<file path="src/rtl/hazard_pkg.sv">
// Shared encodings for the execute-stage hazard/forwarding logic of the RV32I pipeline.
package hazard_pkg;

  typedef logic [1:0] fwd_sel_t;

  localparam fwd_sel_t FWD_RF  = 2'b00;  // register-file read data (RD1E/RD2E)
  localparam fwd_sel_t FWD_WB  = 2'b01;  // writeback result (WD3)
  localparam fwd_sel_t FWD_MEM = 2'b10;  // ALUResultM

  localparam logic [1:0] RESULTSRC_LOAD = 2'b01;

endpackage

</file>
<file path="src/rtl/fwd_sel.sv">
// Forward select for one execute-stage source operand; the youngest producer wins.
module fwd_sel
  import hazard_pkg::*;
#(
  parameter int REG_ADDR_W = 5
) (
  input  logic [REG_ADDR_W-1:0] RsE,
  input  logic [REG_ADDR_W-1:0] RdM,
  input  logic                  RegWriteM,
  input  logic                  LoadM,
  input  logic [REG_ADDR_W-1:0] RdW,
  input  logic                  RegWriteW,
  output fwd_sel_t              Fwd
);

  // NOTE: assigning a default before any branch keeps this combinational;
  // a path that leaves Fwd unassigned would infer a latch.
  always_comb begin
    Fwd = FWD_RF;
    // A load in M has no data yet; its value is picked up from W next cycle.
    if (RegWriteM && !LoadM && (RdM != '0) && (RdM == RsE)) begin
      Fwd = FWD_MEM;
    end else if (RegWriteW && (RdW != '0) && (RdW == RsE)) begin
      Fwd = FWD_WB;
    end
  end

endmodule

</file>
<file path="src/rtl/hazard_unit.sv">
// Hazard unit: forwarding selects plus stall/flush control for load-use,
// taken branches and data-memory wait states.
module hazard_unit
  import hazard_pkg::*;
#(
  parameter int REG_ADDR_W  = 5,
  parameter int RESULTSRC_W = 2
) (
  input  logic                   clk,
  input  logic                   rst,
  input  logic [REG_ADDR_W-1:0]  Rs1D,
  input  logic [REG_ADDR_W-1:0]  Rs2D,
  input  logic [REG_ADDR_W-1:0]  RdD,
  input  logic                   RegWriteD,
  input  logic [RESULTSRC_W-1:0] ResultSrcD,
  input  logic                   PCSrcE,
  input  logic                   MemReadyM,
  output fwd_sel_t               ForwardAE,
  output fwd_sel_t               ForwardBE,
  output logic                   StallF,
  output logic                   StallD,
  output logic                   StallE,
  output logic                   StallM,
  output logic                   FlushD,
  output logic                   FlushE,
  output logic                   FlushW
);

  logic [REG_ADDR_W-1:0] r_rs1_e, r_rs2_e, r_rd_e, r_rd_m, r_rd_w;
  logic                  r_reg_write_e, r_load_e;
  logic                  r_reg_write_m, r_load_m;
  logic                  r_reg_write_w;

  logic     w_mem_stall;
  logic     w_load_use;
  logic     w_flush_e;
  logic     w_load_d;
  fwd_sel_t w_fwd_a, w_fwd_b;

  assign w_mem_stall = r_load_m & ~MemReadyM;
  assign w_load_use  = r_load_e & r_reg_write_e & (r_rd_e != '0) &
                       ((r_rd_e == Rs1D) | (r_rd_e == Rs2D));
  assign w_flush_e   = w_load_use | PCSrcE;
  assign w_load_d    = (ResultSrcD == RESULTSRC_W'(RESULTSRC_LOAD));

  // NOTE: sequential state uses non-blocking assignments so every stage
  // shifts on the old value of its neighbour; reset is sampled on the clock edge.
  always_ff @(posedge clk) begin
    if (!rst) begin
      r_rs1_e       <= '0;
      r_rs2_e       <= '0;
      r_rd_e        <= '0;
      r_reg_write_e <= 1'b0;
      r_load_e      <= 1'b0;
      r_rd_m        <= '0;
      r_reg_write_m <= 1'b0;
      r_load_m      <= 1'b0;
      r_rd_w        <= '0;
      r_reg_write_w <= 1'b0;
    end else if (w_mem_stall) begin
      // E and M freeze behind the waiting load; W receives a bubble.
      r_rd_w        <= '0;
      r_reg_write_w <= 1'b0;
    end else begin
      r_rd_w        <= r_rd_m;
      r_reg_write_w <= r_reg_write_m;
      r_rd_m        <= r_rd_e;
      r_reg_write_m <= r_reg_write_e;
      r_load_m      <= r_load_e;
      if (w_flush_e) begin
        r_rs1_e       <= '0;
        r_rs2_e       <= '0;
        r_rd_e        <= '0;
        r_reg_write_e <= 1'b0;
        r_load_e      <= 1'b0;
      end else begin
        r_rs1_e       <= Rs1D;
        r_rs2_e       <= Rs2D;
        r_rd_e        <= RdD;
        r_reg_write_e <= RegWriteD;
        r_load_e      <= w_load_d;
      end
    end
  end

  fwd_sel #(.REG_ADDR_W(REG_ADDR_W)) u_fwd_a (
    .RsE(r_rs1_e), .RdM(r_rd_m), .RegWriteM(r_reg_write_m), .LoadM(r_load_m),
    .RdW(r_rd_w), .RegWriteW(r_reg_write_w), .Fwd(w_fwd_a)
  );

  fwd_sel #(.REG_ADDR_W(REG_ADDR_W)) u_fwd_b (
    .RsE(r_rs2_e), .RdM(r_rd_m), .RegWriteM(r_reg_write_m), .LoadM(r_load_m),
    .RdW(r_rd_w), .RegWriteW(r_reg_write_w), .Fwd(w_fwd_b)
  );

  always_comb begin
    ForwardAE = w_fwd_a;
    ForwardBE = w_fwd_b;
    StallF    = 1'b0;
    StallD    = 1'b0;
    StallE    = 1'b0;
    StallM    = 1'b0;
    FlushD    = 1'b0;
    FlushE    = 1'b0;
    FlushW    = 1'b0;
    if (!rst) begin
      ForwardAE = FWD_RF;
      ForwardBE = FWD_RF;
      FlushD    = 1'b1;
      FlushE    = 1'b1;
      FlushW    = 1'b1;
    end else if (w_mem_stall) begin
      StallF = 1'b1;
      StallD = 1'b1;
      StallE = 1'b1;
      StallM = 1'b1;
      FlushW = 1'b1;
    end else begin
      // A taken branch overrides load-use so the PC loads the target.
      StallF = w_load_use & ~PCSrcE;
      StallD = w_load_use & ~PCSrcE;
      FlushD = PCSrcE;
      FlushE = w_flush_e;
    end
  end

  a_no_fwd_11 : assert property (@(posedge clk) disable iff (!rst)
    (ForwardAE != 2'b11) && (ForwardBE != 2'b11));

endmodule

</file>
<file path="config.mk">
export PLATFORM = sky130hd
export DESIGN_NAME = hazard_unit
export DESIGN_NICKNAME = d
export VERILOG_FILES = /design/src/rtl/hazard_pkg.sv /design/src/rtl/fwd_sel.sv /design/src/rtl/hazard_unit.sv
export SDC_FILE = /design/constraint.sdc
export NUM_CORES = 1
export LEC_CHECK = 0
export BUFFER_PORTS_ARGS = -buffer_cell sky130_fd_sc_hd__buf_2
export CAP_MARGIN = 20
export CORE_UTILIZATION = 30
export CTS_CLUSTER_SIZE = 12
export DETAILED_ROUTE_END_ITERATION = 6
export PLACE_DENSITY = 0.5
export SYNTH_ARGS = -nofsm -noshare
export SYNTH_HDL_FRONTEND = slang
export SYNTH_SLANG_ARGS = --single-unit
</file>
<file path="constraint.sdc">
create_clock -name clk -period 1.84 [get_ports clk]
set_input_delay 0 -clock clk [delete_from_list [all_inputs] [get_ports clk]]
set_output_delay 0 -clock clk [all_outputs]
set_load 0.1 [all_outputs]
</file>
Yosys cells after proc, flatten, opt, wreduce, memory -nomap -nowiden
Cells that the tools add are included.
{ "word_totals": {"reg_bits": 30, "inputBits": 22, "output_inout_bits": 11} }
{ "op_classes": {"eq_ne": 7, "mux": 20, "bitwise_logic": 10, "n_reduce_logical": 12} }
{ "ops": {"columns": ["op", "count"], "rows": [
  ["equality test 5 bit", 6],
  ["two-way mux 5 bit", 3],
  ["nonzero test 5 bit", 3],
  ["two-way mux 1 bit", 13],
  ["two-way mux 2 bit", 4],
  ["logical AND 1 bit", 7],
  ["bitwise AND 1 bit", 5],
  ["inverter 1 bit", 3],
  ["equality test 2 x 1 -> 1 bit, second input constant", 1],
  ["bitwise OR 1 bit", 2],
  ["OR reduction 2 bit", 1],
  ["logical NOT 1 bit", 1]
]} }

Depth between registers and ports, before layout
{ "logic_depth": {"depth_word": 6, "ltp_mapped": 7, "depth_no_buf": 4} }

Cells and area by module
From an unflattened synthesis, not the netlist that was laid out.
{ "hier_totals": {"cells_unflattened": 194, "area_unflattened_um2": 1704.1} }
{ "modules_own_cells": {"columns": ["mod", "instances", "cells_per_inst", "area_per_inst_um2", "seq_area_each_um2"], "rows": [
  ["hazard_unit", 1, 152, 1381.3, 600.6],
  ["fwd_sel", 2, 21, 161.4, 0.0]
]} }

Worst setup path after synthesis
Ideal clock, no wire load.
{ "synth_path": {"path_kind": "register to output", "from": "register r_rd_m[1]", "to": "output ForwardBE[0]", "arrival_ns": 4.029, "setup_slack_ns": -2.189, "path_stages_with_launch": 5, "path_buffers": 0, "path_cell_list": "dfxtp_1 or4_1 o21ai_1 nor4_1 nor4_1"} }
{ "synth_between": {"elab_chain_len": 5, "word_cells_on_any_way": 6, "cone_classes": "1 x eq/ne; 2 x mux; 3 x reduce/logical"} }
{ "synth_rtl": {"columns": ["item", "line_no", "source"], "rows": [
  ["start, declared", "hazard_unit.sv:29", "logic [REG_ADDR_W-1:0] r_rs1_e, r_rs2_e, r_rd_e, r_rd_m, r_rd_w;"],
  ["start signal, assigned", "hazard_unit.sv:67", "r_rd_m <= r_rd_e;"],
  ["nonzero test 5 bit", "fwd_sel.sv:21", "if (RegWriteM && !LoadM && (RdM != '0) && (RdM == RsE)) begin"],
  ["logical AND 1 bit", "fwd_sel.sv:21", null],
  ["logical AND 1 bit (*)", "fwd_sel.sv:21", null],
  ["two-way mux 2 bit (*)", "fwd_sel.sv:21", null],
  ["two-way mux 2 bit (*)", "hazard_unit.sv:106", "if (!rst) begin"],
  ["end, declared", "hazard_unit.sv:19", "output fwd_sel_t ForwardBE,"]
]} }
Mark *: on every way between the ends. The rest lies on a longest branch, timed or not.

Worst setup path after layout
{ "layout_path": {"from": "register r_rd_m[2]", "to": "output ForwardAE[0]"} }
{ "layout_between": {"elab_chain_len": 5, "word_cells_on_any_way": 6, "cone_classes": "1 x eq/ne; 2 x mux; 3 x reduce/logical"} }
{ "layout_rtl": {"columns": ["item", "line_no", "source"], "rows": [
  ["nonzero test 5 bit", "fwd_sel.sv:21", null],
  ["logical AND 1 bit", "fwd_sel.sv:21", null],
  ["logical AND 1 bit (*)", "fwd_sel.sv:21", null],
  ["two-way mux 2 bit (*)", "fwd_sel.sv:21", null],
  ["two-way mux 2 bit (*)", "hazard_unit.sv:106", null],
  ["end, declared", "hazard_unit.sv:18", "output fwd_sel_t ForwardAE,"]
]} }
Marks and branches as above.

==> out/results.md <==
| Item | Reported | Unit |
|:---|:---|:---|
| Startpoint kind of the worst setup timing path | register | - |
| CP endpoint kind | output port | - |
| Mapped Cells | 184 | - |
| Post-synth top area share | 36.8 | % |
| Antenna violations before repair | 0 | - |
| Post-Route Skew | 0.00619 | ns |
| Most instantiated library cell after synthesis | sky130_fd_sc_hd__nand2_1 | - |
| Share of flip-flops with an asynchronous set or reset after synthesis | 0 | % |
| Share of the yosys chip area belonging to registers | 36.8 | % |
| Power density over the cells | 726 | nW/um2 |
| Die ar. | 5740 | um2 |
| Clock tree root driver cell | sky130_fd_sc_hd__clkbuf_8 | - |
| Boundary Pins | 33 | - |
| Clock-pin transition on the worst setup and hold timing paths | 0.07 | ns |
| Maximum count of clock buffers along a single path | 2 | - |
| Cell taking the most area after synthesis | sky130_fd_sc_hd__dfxtp_1 | - |
| Global Route met3 Usage | 3.97 | % |
| Max-capacitance violation count | 0 | - |
| Outcome | finished, violations left | - |
| EDFF count, synth | 0 | - |
| Maximum number of pins on one net before global-route repair | 35 | - |
| Post-route total power | 1.83 | mW |
| Failing checks | setup timing | - |
| Most instantiated cells after synthesis | sky130_fd_sc_hd__nand2_1 (32), sky130_fd_sc_hd__dfxtp_1 (30), sky130_fd_sc_hd__a32oi_1 (17), sky130_fd_sc_hd__xnor2_1 (16), sky130_fd_sc_hd__xor2_1 (14) | - |
| Final routed wirelength across all metal layers | 4430 | um |
| Post-synthesis average cell area | 8.87 | um2 |
| Number of iterations in the first detailed-routing pass | 4 | - |
| Busiest layer in global routing | met2 | - |
| Vias in the first global route | 1484 | - |
| TritonCTS clock tree | built | - |
| DIE HEIGHT | 75.8 | um |
| Fillers | 493 | - |
| Number of buffers inserted during clock tree synthesis | 5 | - |
| Number of buffers inserted by port buffering | 32 | - |
| Min setup slack post-route | -0.0248 | ns |
| CTS HTree Levels | 2 | - |
| Post-synth top flop | sky130_fd_sc_hd__dfxtp_1 | - |
| Accumulated negative setup slack | -0.0352 | ns |
| Clock Latency Late Sink | 0.29 | ns |
| Post-Place Cells | 286 | - |
| Unrepaired setup endpoints after global routing | true | - |
| Data required, critical path | 1.84 | ns |
| Count of yosys warnings during synthesis | 0 | - |
| Max frequency | 0.536 | GHz |
| Measured slew at the worst slew-check pin | 0.485 | ns |
| Setup slack at placement | 0.183 | ns |
| First-pass GRT wire length | 7400 | um |
| Final worst-path cycle share | 101 | % |
| Crit path time final | 1.86 | ns |
| Vias per inst | 4.84 | - |
| Max-slew violation total from the final report | 0 | - |
| Count of clock tree sinks | 30 | - |
| Hold/Removal Path Class | input pin to register | - |
| Fraction of final layout cells sized beyond drive strength 1 | 37.7 | % |
| Dpl hpwl | 3150 | um |
| Post-Synthesis Cell Area | 1630 | um2 |
| Effective utilization at floorplan | 31.6 | % |
| Yosys reg bits | 30 | - |
| Nets in the synthesized netlist | 206 | - |
| Max transition margin | 67.9 | % |
| DRC marker count from the first detailed-route iteration | 48 | - |
| Global-route congestion overflow total | 0 | - |
| VDD IR-drop max | 0.000393 | V |
| Top cells by area in the synthesized netlist | sky130_fd_sc_hd__dfxtp_1 (37%), sky130_fd_sc_hd__a32oi_1 (9.1%), sky130_fd_sc_hd__xnor2_1 (8.6%), sky130_fd_sc_hd__xor2_1 (7.5%), sky130_fd_sc_hd__nand2_1 (7.4%) | - |
| Diodes inserted | 0 | - |
| Detailed-route wire length per cell | 13.8 | um |
| Number of non-filler instances in the completed layout | 322 | - |
| Antenna Violating Nets Remaining | 0 | - |
| Net count, final | 273 | - |
| Remaining DRCs | 0 | - |
| Data arrival, critical path | 1.86 | ns |
| Met2 layer usage reported by global route | 27.8 | % |
| Post-Route Hold Slack | 0.0917 | ns |
| Die X-Extent | 75.8 | um |
| Final hold violations | 0 | - |
| Number of placement rows | 26 | - |
| Peak fanout along the critical path | 2 | - |
| Overall routing resource usage | 17.5 | % |
| RePlAce Congestion | 0.751 | - |
| Finish-stage setup viols | 2 | - |
| Total number of vias | 1559 | - |
| Yosys cell types | 29 | - |
| Critical path start-end classification | register to output port | - |
| Synth-to-layout area growth | 54.6 | % |
| Reported leakage power | 1.03 | nW |
| Core area | 5170 | um2 |
| Met1 Usage GRT | 23.8 | % |
==> per-stage QoR <==
step	area (um2)	util [%]
6_report	2520	48.8
3_5_place_dp	2100	40.6
3_3_place_gp	2100	40.6
4_1_cts	2480	47.9
5_1_grt	2520	48.8
2_1_floorplan	1690	-
==> placed cells by master (no fill, tap or decap), drive strengths merged <==
master and count:
nor4 4, a21oi 6, and3 6, xor2 14, xnor2 16, clkinv 2, o22ai 1, dlygate4sd3 17
inv 1, nor2 5, nand2b 1, o2111ai 2, clkbuf 5, or4 3, nor3 3, buf 55
o211ai 1, nand2 32, a32oi 17, bufinv 1, nand3 4, a21o 3, nor2b 3, and2 2
dfxtp 30, o21ai 18
==> state kept, by name, summed over array words and instances, names as in the netlist <==
signal	flops
r_reg_write_w	1
r_rd_e	5
r_rs1_e	5
r_rs2_e	5
r_load_e	1
r_reg_write_m	1
r_rd_w	5
r_rd_m	5
r_load_m	1
r_reg_write_e	1
==> logic make-up (layout without fill, tap and decap cells) <==
family	count (synthesis)	after routing	synth area share [%]
AOI/OAI and AO/OA	48	48	23.3
xor gates and xnor gates	30	30	16.1
buffers and inverters	13	81	4.67
DFF	30	30	36.8
and+or+nand+nor	63	63	19.2
==> final timing paths <==
kind	startpoint	endpoint	slack [ns]	depth (start not counted)
max	r_rd_m[2]	ForwardAE[0]	-0.02	5
min	ResultSrcD[0]	r_load_e	0.09	4
max reg2reg	r_rd_e[1]	r_rs2_e[0]	0.20	6
min reg2reg	r_reg_write_m	r_reg_write_m	0.47	2
==> cell type report <==
cell class | count | area [um2] | area share [%]
clock buffer | 5 | 68.8 | 2.73
multi-input combinational | 141 | 1060 | 41.9
sequential | 30 | 616 | 24.4
clock inverter | 3 | 40.0 | 1.59
tap | 70 | 87.6 | 3.47
inverter | 1 | 3.75 | 0.149
timing repair buffer | 72 | 651 | 25.8
==> repair_timing <==
action                                 in CTS  in global routing
gates cloned                                0                  0
setup endpoints to repair                   7                  7
resized for setup                          16                  1
endpoints found under the hold margin      17                  0
hold buffers                               17                  0
pin swaps                                   7                  5
buffers inserted                            6                  5
==> power breakdown <==
part           switching (mW)  total (mW)  internal (mW)
clock                   0.261       0.659          0.398
combinational           0.219       0.420          0.200
sequential             0.0589       0.753          0.694
==> critical path, cell delays in order, from the launching register on <==
cell,delay (ns)
sky130_fd_sc_hd__dfxtp_4,0.34
sky130_fd_sc_hd__or4_4,0.54
sky130_fd_sc_hd__o21ai_4,0.21
sky130_fd_sc_hd__nor4_4,0.08
sky130_fd_sc_hd__nor4_4,0.19
sky130_fd_sc_hd__buf_12,0.21
==> layer usage <==
layer  vias to the layer above  routed length [um]  share of wire [%]
met2                        44                2020                 46
met4                         0                  35               0.79
li1                        795                   -                  -
met1                       715                2190                 49
met5                         -                   0                  0
met3                         5                 187                4.2
Power figures use the tool's default switching activity.
